<file path="config.mk">
export PLATFORM = sky130hd
export DESIGN_NAME = ofm_addr_sequencer
export DESIGN_NICKNAME = d
export VERILOG_FILES = /design/src/rtl/ofm_addr_pkg.sv /design/src/rtl/ofm_tile_cursor.sv /design/src/rtl/ofm_addr_sequencer.sv
export SDC_FILE = /design/constraint.sdc
export NUM_CORES = 1
export LEC_CHECK = 0
export BUFFER_PORTS_ARGS = -buffer_cell sky130_fd_sc_hd__buf_2
export CORE_ASPECT_RATIO = 0.6
export CORE_UTILIZATION = 57
export CTS_BUF_LIST = sky130_fd_sc_hd__clkbuf_4 sky130_fd_sc_hd__clkbuf_8 sky130_fd_sc_hd__clkbuf_16
export DETAILED_ROUTE_END_ITERATION = 8
export HOLD_SLACK_MARGIN = 0.08
export PLACE_DENSITY_LB_ADDON = 0.25
export SYNTH_ARGS = -nofsm -noshare
export SYNTH_HDL_FRONTEND = slang
export SYNTH_SLANG_ARGS = --single-unit
</file>
<file path="constraint.sdc">
create_clock -name clk -period 1.9 [get_ports clk]
set_input_delay 0.38 -clock clk [delete_from_list [all_inputs] [get_ports clk]]
set_output_delay 0.38 -clock clk [all_outputs]
set_load 0.02 [all_outputs]
</file>
<file path="src/rtl/ofm_addr_pkg.sv">
// ofm_addr_pkg: shared definitions for the OFM write-address sequencer.
//   state_t    : sequencer FSM encoding (IDLE, EMIT, UPDATE)
//   calc_plane : pixels per output channel plane (OFM_H * OFM_W)
//   lane_width : bit width of a lane index, never narrower than 1 bit
// Optional feature macro used by the sequencer: OFM_ADDR_STALL_EN.
package ofm_addr_pkg;

   typedef enum logic [1:0] {
      ST_IDLE   = 2'd0,
      ST_EMIT   = 2'd1,
      ST_UPDATE = 2'd2
   } state_t;

   function automatic int unsigned calc_plane(input int unsigned h, input int unsigned w);
      return h * w;
   endfunction

   function automatic int unsigned lane_width(input int unsigned lanes);
      if (lanes > 32'd1) begin
         return $clog2(lanes);
      end else begin
         return 32'd1;
      end
   endfunction

endpackage

</file>
<file path="src/rtl/ofm_tile_cursor.sv">
// ofm_tile_cursor: pixel / channel-group cursor of the OFM address sequencer.
//   clk, rst_n  : clock, asynchronous active-low reset
//   clear       : synchronous return to pixel 0, channel group 0
//   advance     : step the cursor to the next tile (one-cycle pulse)
//   tile_base   : ch_base*PLANE + pix_base, maintained incrementally
//   last_lane   : index of the last active lane of the current tile (n-1)
//   last_tile   : current tile is the final tile of the layer
module ofm_tile_cursor
   import ofm_addr_pkg::*;
#(
   parameter int unsigned SYSTOLIC_SIZE = 16,
   parameter int unsigned PLANE         = 1024,
   parameter int unsigned NUM_CHANNEL   = 16,
   parameter int unsigned ADDR_WIDTH    = 14,
   parameter int unsigned LANE_W        = 4
) (
   input  logic                  clk,
   input  logic                  rst_n,
   input  logic                  clear,
   input  logic                  advance,
   output logic [ADDR_WIDTH-1:0] tile_base,
   output logic [LANE_W-1:0]     last_lane,
   output logic                  last_tile
);

   localparam int unsigned PW = $clog2(PLANE + 1);
   localparam int unsigned CW = $clog2(NUM_CHANNEL + SYSTOLIC_SIZE + 1);

   localparam logic [PW-1:0]         PIX_STEP      = PW'(SYSTOLIC_SIZE);
   localparam logic [PW-1:0]         PIX_LAST      = PW'(PLANE - SYSTOLIC_SIZE);
   localparam logic [CW-1:0]         CH_STEP       = CW'(SYSTOLIC_SIZE);
   localparam logic [CW-1:0]         CH_LIMIT      = CW'(NUM_CHANNEL);
   localparam logic [ADDR_WIDTH-1:0] BASE_PIX_STEP = ADDR_WIDTH'(SYSTOLIC_SIZE);
   // Moving from the last pixel tile of group g to pixel 0 of group g+1:
   // (ch+S)*PLANE - (ch*PLANE + PLANE - S) = S + (S-1)*PLANE
   localparam logic [ADDR_WIDTH-1:0] BASE_GRP_STEP =
      ADDR_WIDTH'(SYSTOLIC_SIZE + (SYSTOLIC_SIZE - 1) * PLANE);

   logic [PW-1:0]         pix_base_r;
   logic [CW-1:0]         ch_base_r;
   logic [ADDR_WIDTH-1:0] tile_base_r;
   logic [PW-1:0]         pix_next_s;
   logic [CW-1:0]         ch_next_s;
   logic [CW-1:0]         remaining_s;

   // Derive next cursor values, active-lane count and the last-tile flag.
   always_comb begin
      pix_next_s  = pix_base_r + PIX_STEP;
      ch_next_s   = ch_base_r + CH_STEP;
      remaining_s = CH_LIMIT - ch_base_r;
      if (remaining_s >= CH_STEP) begin
         last_lane = LANE_W'(SYSTOLIC_SIZE - 1);
      end else begin
         // partial last channel group
         last_lane = LANE_W'(remaining_s - CW'(1));
      end
      last_tile = (pix_base_r == PIX_LAST) && (ch_next_s >= CH_LIMIT);
   end

   // Cursor registers with layer wrap-around.
   always_ff @(posedge clk or negedge rst_n) begin
      if (!rst_n) begin
         pix_base_r  <= '0;
         ch_base_r   <= '0;
         tile_base_r <= '0;
      end else if (clear) begin
         pix_base_r  <= '0;
         ch_base_r   <= '0;
         tile_base_r <= '0;
      end else if (advance) begin
         if (pix_base_r == PIX_LAST) begin
            pix_base_r <= '0;
            if (ch_next_s >= CH_LIMIT) begin
               ch_base_r   <= '0;
               tile_base_r <= '0;
            end else begin
               ch_base_r   <= ch_next_s;
               tile_base_r <= tile_base_r + BASE_GRP_STEP;
            end
         end else begin
            pix_base_r  <= pix_next_s;
            tile_base_r <= tile_base_r + BASE_PIX_STEP;
         end
      end else begin
         pix_base_r  <= pix_base_r;
         ch_base_r   <= ch_base_r;
         tile_base_r <= tile_base_r;
      end
   end

   assign tile_base = tile_base_r;

endmodule

</file>
<file path="src/rtl/ofm_addr_sequencer.sv">
// ofm_addr_sequencer: channel-major OFM write-address generator for a
// systolic array (addr = ch*PLANE + pixel).
//   clk, rst_n : clock, asynchronous active-low reset
//   write      : tile ready to drain (ignored unless idle)
//   clear      : synchronous layer clear, highest priority
//   stall      : (only with OFM_ADDR_STALL_EN) pause emission in EMIT
//   ofm_addr   : current write address (holds while addr_valid=0)
//   addr_valid : ofm_addr/lane valid this cycle
//   lane       : PE lane whose data belongs at ofm_addr
//   busy       : sequencer not idle
//   done       : one-cycle pulse in the UPDATE cycle of the final tile
// Optional feature macro: OFM_ADDR_STALL_EN.
module ofm_addr_sequencer
   import ofm_addr_pkg::*;
#(
   parameter int unsigned SYSTOLIC_SIZE = 16,
   parameter int unsigned OFM_H         = 32,
   parameter int unsigned OFM_W         = 32,
   parameter int unsigned NUM_CHANNEL   = 16,
   parameter int unsigned ADDR_WIDTH    = 14
) (
   input  logic                                 clk,
   input  logic                                 rst_n,
   input  logic                                 write,
   input  logic                                 clear,
`ifdef OFM_ADDR_STALL_EN
   input  logic                                 stall,
`endif
   output logic [ADDR_WIDTH-1:0]                ofm_addr,
   output logic                                 addr_valid,
   output logic [lane_width(SYSTOLIC_SIZE)-1:0] lane,
   output logic                                 busy,
   output logic                                 done
);

   localparam int unsigned PLANE  = calc_plane(OFM_H, OFM_W);
   localparam int unsigned LANE_W = lane_width(SYSTOLIC_SIZE);
   localparam logic [ADDR_WIDTH-1:0] PLANE_STEP = ADDR_WIDTH'(PLANE);

   state_t                state_r, state_next_s;
   logic [LANE_W-1:0]     lane_r, lane_next_s;
   logic [ADDR_WIDTH-1:0] ofm_addr_r, addr_next_s;
   logic                  valid_r, valid_next_s;
   logic                  busy_r;
   logic                  done_r, done_next_s;
   logic                  advance_s;
   logic                  stall_s;
   logic [ADDR_WIDTH-1:0] tile_base_s;
   logic [LANE_W-1:0]     last_lane_s;
   logic                  last_tile_s;

`ifdef OFM_ADDR_STALL_EN
   assign stall_s = stall;
`else
   assign stall_s = 1'b0;
`endif

   ofm_tile_cursor #(
      .SYSTOLIC_SIZE (SYSTOLIC_SIZE),
      .PLANE         (PLANE),
      .NUM_CHANNEL   (NUM_CHANNEL),
      .ADDR_WIDTH    (ADDR_WIDTH),
      .LANE_W        (LANE_W)
   ) u_cursor (
      .clk       (clk),
      .rst_n     (rst_n),
      .clear     (clear),
      .advance   (advance_s),
      .tile_base (tile_base_s),
      .last_lane (last_lane_s),
      .last_tile (last_tile_s)
   );

   // FSM next state and next values of the registered outputs.
   always_comb begin
      state_next_s = state_r;
      lane_next_s  = lane_r;
      addr_next_s  = ofm_addr_r;
      valid_next_s = 1'b0;
      done_next_s  = 1'b0;
      advance_s    = 1'b0;
      if (clear) begin
         state_next_s = ST_IDLE;
      end else begin
         case (state_r)
            ST_IDLE: begin
               if (write) begin
                  state_next_s = ST_EMIT;
                  lane_next_s  = '0;
                  addr_next_s  = tile_base_s;
                  valid_next_s = 1'b1;
               end else begin
                  state_next_s = ST_IDLE;
               end
            end
            ST_EMIT: begin
               if (valid_r && (lane_r == last_lane_s)) begin
                  state_next_s = ST_UPDATE;
                  done_next_s  = last_tile_s;
               end else begin
                  // A lane shown while valid is consumed; after a stall the
                  // held lane has not been shown yet and is presented as is.
                  if (valid_r) begin
                     lane_next_s = lane_r + LANE_W'(1);
                     addr_next_s = ofm_addr_r + PLANE_STEP;
                  end else begin
                     lane_next_s = lane_r;
                     addr_next_s = ofm_addr_r;
                  end
                  valid_next_s = !stall_s;
               end
            end
            ST_UPDATE: begin
               advance_s    = 1'b1;
               state_next_s = ST_IDLE;
            end
            default: begin
               state_next_s = ST_IDLE;
            end
         endcase
      end
   end

   // State and output registers.
   always_ff @(posedge clk or negedge rst_n) begin
      if (!rst_n) begin
         state_r    <= ST_IDLE;
         lane_r     <= '0;
         ofm_addr_r <= '0;
         valid_r    <= 1'b0;
         busy_r     <= 1'b0;
         done_r     <= 1'b0;
      end else begin
         state_r    <= state_next_s;
         lane_r     <= lane_next_s;
         ofm_addr_r <= addr_next_s;
         valid_r    <= valid_next_s;
         busy_r     <= (state_next_s != ST_IDLE);
         done_r     <= done_next_s;
      end
   end

   assign ofm_addr   = ofm_addr_r;
   assign addr_valid = valid_r;
   assign lane       = lane_r;
   assign busy       = busy_r;
   assign done       = done_r;

endmodule

</file>
# [Yosys cells after proc, flatten, opt, wreduce, memory -nomap -nowiden]
# Index checks and enable logic that the tools add are counted.
[totals] input_bits=4 word_cells=69 output_inout_bits=21 regBits=54
[op_classes] reduce_logical=9 order_cmp=2 n_addsub=8 eq_ne=7 mux=33 bitwise=1
[op_table] cell="$mux W14" n=7
[op_table] cell="$mux W11" n=3
[op_table] cell="$pmux W14 S2" n=1
[op_table] cell="$mux W6" n=4
[op_table] cell="$mux W4" n=4
[op_table] cell="$add A14 B11 Y14 const B" n=1
[op_table] cell="$add A14 B14 Y14 const B" n=1
[op_table] cell="$add A14 B5 Y14 const B" n=1
[op_table] cell="$ge A6 B5 Y1 const B" n=2
[op_table] cell="$add A11 B5 Y11 const B" n=1
[op_table] cell="$eq A11 B10 Y1 const B" n=1
[op_table] cell="$mux W1" n=9
[op_table] cell="$pmux W4 S2" n=1
[op_table] cell="$reduce_bool A2 Y1" n=4
[op_table] cell="$add A6 B5 Y6 const B" n=1
[op_table] cell="$ne A2 B2 Y1 const B" n=3
[op_table] cell="$sub A5 B6 Y6 const A" n=1
[op_table] cell="$reduce_and A5 Y1" n=1
[op_table] cell="$add A4 B1 Y4 const B" n=1
[op_table] cell="$eq A4 B4 Y1" n=1
[op_table] cell="$mux W2" n=2
[op_table] cell="$pmux W2 S2" n=1
[op_table] cell="$sub A4 B1 Y4 const B" n=1
[op_table] cell="$eq A2 B1 Y1 const B" n=1
[op_table] cell="6 further kinds" n=7

# [Logic depth before layout (Yosys ltp)]
# Gate-level depths: netlist of the first run.
[logic_depth] word_depth=9 ltp_mapped=7 ltp_nobuf=6

# [By module]
# From an unflattened synthesis of the first run, not the netlist that was laid out.
[hier_totals] hier_cells=247 area_unflattened_um2=2342.2
[modules_own_cells] mod="ofm_addr_sequencer" area_each_um2=1176.1 instances=1 seq_area_each_um2=575.6 cells_each=125
[modules_own_cells] mod="ofm_tile_cursor" area_each_um2=1166.1 instances=1 seq_area_each_um2=475.5 cells_each=122

# [Least setup slack after synthesis of the first run]
# Ideal clock, no wire load.
[synth_timing] path_type="flip-flop to flip-flop" from="register u_cursor.pix_base_r[4]" to="register u_cursor.tile_base_r[11] (netlist: u_cursor.tile_base[11])" path_stages_with_launch=7 arrival_time_ns=1.624 required_time_ns=1.818 period_less_slack_ns=1.706 n_path_buf=0 path_slack_ns=0.194 setup_ns=0.082 path_cell_list="dfrtp_1 ha_1 and4b_1 nand3_1 or4_1 a21o_1 a31oi_1"
[synth_via] elab_chain_len=4
[synth_rtl] item="start: declaration" line_no="ofm_tile_cursor.sv:39" text="logic [PW-1:0] pix_base_r;"
[synth_rtl] item="start signal: assignment" line_no="ofm_tile_cursor.sv:81" text="pix_base_r <= pix_next_s;"
[synth_rtl] item="start signal: assignment" line_no="ofm_tile_cursor.sv:85" text="pix_base_r <= pix_base_r;"
[synth_rtl] item="$eq A11 B10 Y1" line_no="ofm_tile_cursor.sv:71" text="if (pix_base_r == PIX_LAST) begin"
[synth_rtl] item="$mux W14" line_no="ofm_tile_cursor.sv:71"
[synth_rtl] item="$mux W14" line_no="ofm_tile_cursor.sv:70" text="end else if (advance) begin"
[synth_rtl] item="$mux W14" line_no="ofm_tile_cursor.sv:66" text="end else if (clear) begin"
[synth_rtl] item="end signal: assignment" line_no="ofm_tile_cursor.sv:78" text="tile_base_r <= tile_base_r + BASE_GRP_STEP;"
[synth_rtl] item="end signal: assignment" line_no="ofm_tile_cursor.sv:82" text="tile_base_r <= tile_base_r + BASE_PIX_STEP;"
[synth_rtl] item="end signal: assignment" line_no="ofm_tile_cursor.sv:87" text="tile_base_r <= tile_base_r;"
[synth_rtl] item="end: declaration" line_no="ofm_tile_cursor.sv:41" text="logic [ADDR_WIDTH-1:0] tile_base_r;"
# No other way between the ends. The select of a mux whose other input is x is not followed.
# A chain may end at the register's enable or synchronous reset.

# [Final worst setup path of the first run]
# Same ends and word-level chain as after synthesis.

==> results of run 1 <==
-- metal layers --
layer	routed length (um)	part of all wire (%)	track usage, %
met5	0	0	0
met4	46	1.1	8.889
met3	220	5.2	6.857
met2	1759	42	36.00
met1	2198	52	38.10
-- per-stage QoR --
| stage | area (sq um) | utilization [%] | total power, uW | setup WS, ps | hold slack, ps |
|---|---|---|---|---|---|
| after global routing | 2317 | 70.15 | 1754 | 22.78 | 502.7 |
| after CTS | 2295 | 69.47 | 1682 | 85.81 | 444.6 |
| after global placement | 2196 | 66.48 | 1116 | 146.2 | 346.4 |
| after floorplan | 2011 | - | 1037 | 194.0 | 84.41 |
| final | 2317 | 70.15 | 1669 | 100.1 | 458.6 |
| after detailed placement | 2196 | 66.48 | 1124 | 105.2 | 350.8 |
-- cells in the mapped netlist, drive strengths merged (2+ instances only) --
master   count
nand4        4
mux2i        2
xnor2        4
and4         2
inv          4
nor2        21
nand2b       2
and3         3
o2111ai      3
nor2b        2
xor2         6
and2         2
nand3        7
dfrtp       39
o21ai       15
clkbuf      11
o31ai        3
nor4b        2
buf          3
nor3        10
a311oi       2
a21oi       11
nand2       45
ha           6
-- report_power, final --
part           switching (uW)  internal [uW]
clock                     289            271
sequential               40.6            862
combinational             133           73.4
total                     462           1210
-- timing repair --
item	in CTS	in global routing
gates resized for setup	0	2
hold buffers	1	0
endpoints found under the setup margin	0	5
endpoints found under the hold margin	18	0
setup buffers	0	2
-- layout by cell type (no fill, tap or decap), types with 6 or more instances in the layout --
master | synthesis | final
nor2_1 | 21 | 21
a21oi_1 | 11 | 11
xor2_1 | 6 | 6
nor3_1 | 10 | 10
dfrtp_1 | 39 | 39
o21ai_0 | 14 | 14
buf_4 | 3 | 9
nand2_1 | 45 | 45
buf_2 | 0 | 24
nand3_1 | 7 | 7
-- kinds of logic (layout without fill, tap and decap cells) --
family | Yosys count | count (layout)
simple gates | 105 | 105
buf+inv | 18 | 47
compound gates | 44 | 44
xor+xnor | 10 | 10
mux | 3 | 3
fa+ha+maj | 6 | 6
flops | 39 | 39
-- final timing paths --
kind,start,end,slack [ps],cells past startpoint
setup reg to reg,u_cursor.pix_base_r[4],u_cursor.tile_base[11],100,6
max in group asynchronous,rst_n,ofm_addr[7],880,3
setup / recovery,u_cursor.pix_base_r[4],u_cursor.tile_base[11],100,6
hold / removal,clear,lane[2],460,4
min in group asynchronous,rst_n,lane[1],560,2
hold reg to reg,ofm_addr[9],ofm_addr[9],480,2
-- area by class of cell --
class,instances,area share [%]
clock buffers,6,3.294
clock inverters,2,0.5400
inverters,4,0.6479
multi-input cells,168,41.58
flip-flops and latches,39,42.12
well taps,45,2.430
repair buffers,35,9.395
-- registers in the layout, indices dropped and copies added (netlist names) --
name / count
lane: 4
ofm_addr: 11
u_cursor.pix_base_r: 7
state_r: 2
busy: 1
addr_valid: 1
u_cursor.tile_base: 10
u_cursor.ch_base_r: 2
done: 1
-- critical path: stages, from the launching register on --
cell and delay, ps:
dfrtp_1 400, ha_2 190, and4b_1 220, nand3_1 100, or4_1 480, a21o_1 190
a31oi_1 160
==> run summary, run 1 <==
Max-cap violations = 0
Row Count = 16
synthesis-stage register bit count = 39
Crit. End Element = flop
RSZ-0062 raised after global routing = false
DRT iter0 DRCs = 104
Leak Pwr = 0.001126 uW
htree depth = 2
Num CTS Buffers = 5
post-synthesis mux area share = 1.556%
detailed-router iteration count before antenna repair = 4
Hold Vio Cnt, Final = 0
Critical Path RT = 2120 ps
Die Area = 3777 sq um
synthesized area = 2011 sq um
post-synthesis compound-gate area fraction = 13.63%
NumNets Final = 263
Final ANT Viol Nets = 0
vias per cell = 5.565
Die Span Y = 48.01 um
Worst Hold Class = primary input to flop
Netlist cell types = 41
area grow syn2layout = 15.25%
total global-route track usage = 25.63%
simple logic cell fraction of the synthesized area = 24.27%
Async S/R FF share, synth = 100.0%
Yosys top cell by area = dfrtp_1
Placed Cells incl. Taps = 288
Tightest Pin Transition = 455.5 ps
outcome = completed
sequential cell area = 975.9 sq um
drt total wl = 4.224 mm
CTS sink count = 39
Setup Skew = 5.125 ps
antenna violations before repair = 0
Post-Syn Instances = 225
Seq/Total Area, Yosys = 48.54%
Port Buffers = 24
max-slew violations = 0
vias in the first global route = 1432
Die Wd = 78.68 um
maximum vdd ir drop = 0.4381 mV
CP Class = flop to flop
Final Cycle Share = 94.73%
Ys Warns = 0
CP max FO = 4
final antenna diode count = 0
drt wl/cell = 14.13 um
Final HPWL DP = 3.037 mm
Residual DRC = 0
Top-Level Pins = 25
worst skew pair latency = 290 ps
Post-synth EDFFs = 0
grt ovf = 0
Fmax = 555.6 MHz
ratio of cells with drive above 1 in the final layout = 18.11%
CTS clk-pin slew, worst paths = 80 ps
main flop type after synthesis = dfrtp_1
CTS tree = done
routability congestion estimate from global placement = 0.8389
final setup violation count = 0
footprint of the multi-input gates = 963.4 sq um
top cell type's share of synthesized area = 48.54%
Mean Syn Cell Area = 8.936 sq um
clock root buffer = clkbuf_8
largest net degree at the start of global routing = 26
largest family of logic cells by synthesized area = simple AND/OR/NAND/NOR gates
setup TNS = 0 ps
Fill cells = 251
xor/xnor share of the synthesized area = 4.356%
global-route wire length before repair = 7.017 mm
Final min period = 1800 ps
Mapped Nets = 235
Worst EP arrival = 2020 ps
detailed-route via count = 1664
ratio of total power to cell area = 720.2 nW/um^2
startpoint types = flop
Core Area = 3303 sq um
final non-filler cell total = 299
Adder-Cell Fraction of Synth Area = 3.734%
top cells by area, synth = dfrtp_1 49%, nand2_1 8.4%, nor2_1 3.9%
Longest Clk Path Bufs = 2
Rel. slew slack = 69.63%
initial core utilization = 60.87%
No activity file was read; power rests on OpenSTA's default activity.
==> run 2, diff against run 1 <==
Settings changed: CORE_UTILIZATION 57 to 58, SYNTH_HIERARCHICAL set to 1.
==> run 2 against run 1 <==
The flow now finishes with violations (DRC); sequential share of layout area down 2.2 points; clock power grew 29%; fmax rose by 0.27%; register-to-register slack about the same; global-route usage rose by 1.6 points; cell count up 8.0%; non-clock buffer count up 1; critical path type unchanged.
==> run summary, run 2 <==
outcome = finished, violations left (was completed)
failing checks = DRC
Final min period = 1795 ps (was 1800 ps)
end of the worst register-to-register path = u_cursor/tile_base[13] (was u_cursor.tile_base[11])
Final HPWL DP = 3.720 mm (was 3.037 mm)
max FFs per register = 14 (was 11)
DRT iter0 DRCs = 250 (was 104)
drt wl/cell = 16.14 um (was 14.13 um)
Sw Ratio = 33.08% (was 27.71%)
Hold Path Cell Cnt = 2 (was 4)
Core Area = 3765 sq um (was 3303 sq um)
Hold Vio Cnt, Final = 0 (unchanged)
CTS clk-pin slew, worst paths = 80 ps (about the same)
global-route wire length before repair = 8.728 mm (was 7.017 mm)
CTS tree = done (unchanged)
antenna violations before repair = 0 (unchanged)
Crit. End Element = flop (unchanged)
area grow syn2layout = 12.50% (was 15.25%)
Total Power = 2427 uW (was 1669 uW)
sequential power share = 44.8% (was 54.1%)
RSZ-0062 raised after global routing = false (unchanged)
Setup Skew = 3.794 ps (was 5.125 ps)
Fill cells = 297 (was 251)
Die Span Y = 51.23 um (was 48.01 um)
Max-cap violations = 0 (unchanged)
vias in the first global route = 1722 (was 1432)
clock root buffer = clkbuf_8 (unchanged)
total global-route track usage = 27.19% (was 25.63%)
footprint of the multi-input gates = 1160 sq um (was 963.4 sq um)
synthesis-stage register bit count = 42 (was 39)
detailed-router iteration count before antenna repair = 6 (was 4)
Rel. slew slack = 66.57% (was 69.63%)
detailed-route via count = 1915 (was 1664)
Top-Level Pins = 25 (unchanged)
NetSw = 803.0 uW (was 462.4 uW)
maximum vdd ir drop = 0.6441 mV (was 0.4381 mV)
Netlist cell types = 59 (was 41)
commonest non-fill, non-tap cell in the layout = dfrtp_1 (was nand2_1)
flop2flop setup slack = 100 ps (about the same)
most frequent cell after synthesis = dfrtp_1 (was nand2_1)
setup TNS = 0 ps (unchanged)
Hold EP = ofm_addr[3] (was lane[2])
most frequent cells in the layout = 42 x dfrtp_1, 33 x nand2_1, 24 x buf_2 (was 45 x nand2_1, 39 x dfrtp_1, 24 x buf_2)
final setup violation count = 0 (unchanged)
worst skew pair latency = 300 ps (was 290 ps)
max-slew violations = 0 (unchanged)
Post-synth EDFFs = 0 (unchanged)
Worst EP arrival = 2030 ps (was 2020 ps)
largest net degree at the start of global routing = 23 (was 26)
FF-to-FF path depth = 6 (unchanged)
startpoint types = flop (unchanged)
RR Startpoint = state_r[1] (was u_cursor.pix_base_r[4])
Longest Clk Path Bufs = 2 (unchanged)
top cell type's share of synthesized area = 44.87% (was 48.54%)
Critical Path RT = 2140 ps (was 2120 ps)
Tightest Pin Transition = 501.5 ps (was 455.5 ps)
ratio of cells with drive above 1 in the final layout = 19.20% (was 18.11%)
Worst Hold Class = flop to flop (was primary input to flop)
synthesized area = 2342 sq um (was 2011 sq um)
CTS sink count = 42 (was 39)
Comb power frac = 25.4% (was 12.4%)
Clock power frac = 29.8% (was 33.5%)
top cells by area, synth = dfrtp_1 45%, nand2_1 5.3%, nand3_1 4.3% (was dfrtp_1 49%, nand2_1 8.4%, nor2_1 3.9%)
Fmax = 557.1 MHz (was 555.6 MHz)
Ys Warns = 6 (was 0)
Die Area = 4305 sq um (was 3777 sq um)
routability congestion estimate from global placement = 0.9041 (was 0.8389)
Row Count = 17 (was 16)
Final ANT Viol Nets = 0 (unchanged)
Num CTS Buffers = 5 (unchanged)
initial core utilization = 62.21% (was 60.87%)
Port Buffers = 24 (unchanged)
drt total wl = 5.214 mm (was 4.224 mm)
main flop type after synthesis = dfrtp_1 (unchanged)
sequential cell area = 1051 sq um (was 975.9 sq um)
Residual DRC = 2 (was 0)
internal power = 1624 uW (was 1207 uW)
Seq/Total Area, Yosys = 44.87% (was 48.54%)
Worst Hold Launch = ofm_addr[3] (was clear)
Async S/R FF share, synth = 100.0% (unchanged)
ratio of total power to cell area = 921.2 nW/um^2 (was 720.2 nW/um^2)
Post-Syn Instances = 247 (was 225)
CP Class = flop to flop (unchanged)
Die Wd = 84.04 um (was 78.68 um)
Mean Syn Cell Area = 9.483 sq um (was 8.936 sq um)
vias per cell = 5.929 (was 5.565)
Final Cycle Share = 94.48% (was 94.73%)
Leak Pwr = 0.001265 uW (was 0.001126 uW)
Yosys top cell by area = dfrtp_1 (unchanged)
synth cell count leaders = 42 x dfrtp_1, 33 x nand2_1, 20 x nand3_1 (was 45 x nand2_1, 39 x dfrtp_1, 21 x nor2_1)
htree depth = 2 (unchanged)
NumNets Final = 284 (was 263)
final antenna diode count = 0 (unchanged)
CP max FO = 14 (was 4)
grt ovf = 0 (unchanged)
## run 2: worst max-delay path by stage
stage	start	slack (ps)	cells past startpoint	endpoint
2_1_floorplan	clear	70	7	u_cursor/pix_base_r[9]
3_3_place_gp	clear	90	7	u_cursor/tile_base[12]
3_5_place_dp	clear	40	7	u_cursor/tile_base[11]
4_1_cts	state_r[1]	70	6	u_cursor/tile_base[13]
5_1_grt	state_r[1]	20	6	u_cursor/tile_base[13]
6_report	state_r[1]	100	6	u_cursor/tile_base[13]
## run 2: metrics by stage
| stage | utilization [%] | hold WS, ps | cell area (sq um) | cells | setup WS [ps] |
|---|---|---|---|---|---|
| floorplan | - | 84.41 | 2365 | 253 | 67.70 |
| global placement | 66.43 | 375.0 | 2501 | 313 | 93.59 |
| detailed placement | 66.43 | 372.0 | 2501 | 313 | 38.16 |
| CTS | 69.72 | 471.9 | 2625 | 322 | 66.49 |
| global route | 69.99 | 490.1 | 2635 | 323 | 20.02 |
| finish | 69.99 | 471.1 | 2635 | 323 | 104.9 |
## run 2: layout make-up
| class | count | share of cell area [%] |
|---|---|---|
| multi-input cells | 183 | 44.02 |
| flip-flops and latches | 42 | 39.89 |
| repair buffers | 36 | 8.547 |
| clock buffers | 6 | 2.896 |
| well taps | 47 | 2.232 |
| clock inverters | 2 | 1.424 |
| inverters | 7 | 0.9971 |
## run 2: critical path, cell delays in order, from the launching register on
cell      delay, ps
dfrtp_1         430
nor3b_1         220
buf_4           220
nor2b_2         230
a21boi_1        280
a221o_1         220
o21a_1          130
## run 2: metal layers
metal	vias up	GRT usage, %	share of wire, %
met5	-	0	0
met4	0	7.184	0.98
met3	9	7.916	8.7
met2	82	34.84	39
met1	903	43.34	52
li1	921	-	-
## run 2: power groups by stage
stage | clock, uW | combinational (uW) | sequential, uW
2_1_floorplan | 0 | 298 | 1220
3_3_place_gp | 0 | 606 | 1100
3_5_place_dp | 0 | 615 | 1100
4_1_cts | 730 | 621 | 1090
5_1_grt | 774 | 683 | 1100
6_report | 722 | 618 | 1090
## run 2: timing repair
action                     in CTS  in global routing
buffers inserted                0                  1
gates resized for setup         0                  2
hold buffers                    1                  0
setup endpoints to repair       0                  4
hold endpoints to repair       20                  0
## run 2: kinds of logic (layout without fill, tap and decap cells)
| family | after synthesis | in the layout | share of synthesized area (%) |
|---|---|---|---|
| AND/OR/NAND/NOR | 105 | 105 | 22.65 |
| AO/OA/AOI/OAI | 48 | 48 | 16.13 |
| flip-flops | 42 | 42 | 44.87 |
| buffers and inverters | 28 | 51 | 6.677 |
| XOR/XNOR | 11 | 11 | 4.113 |
| multiplexers | 6 | 6 | 2.564 |
| adder cells (fa/ha/maj) | 5 | 5 | 2.671 |
| other | 2 | 8 | 0.3206 |
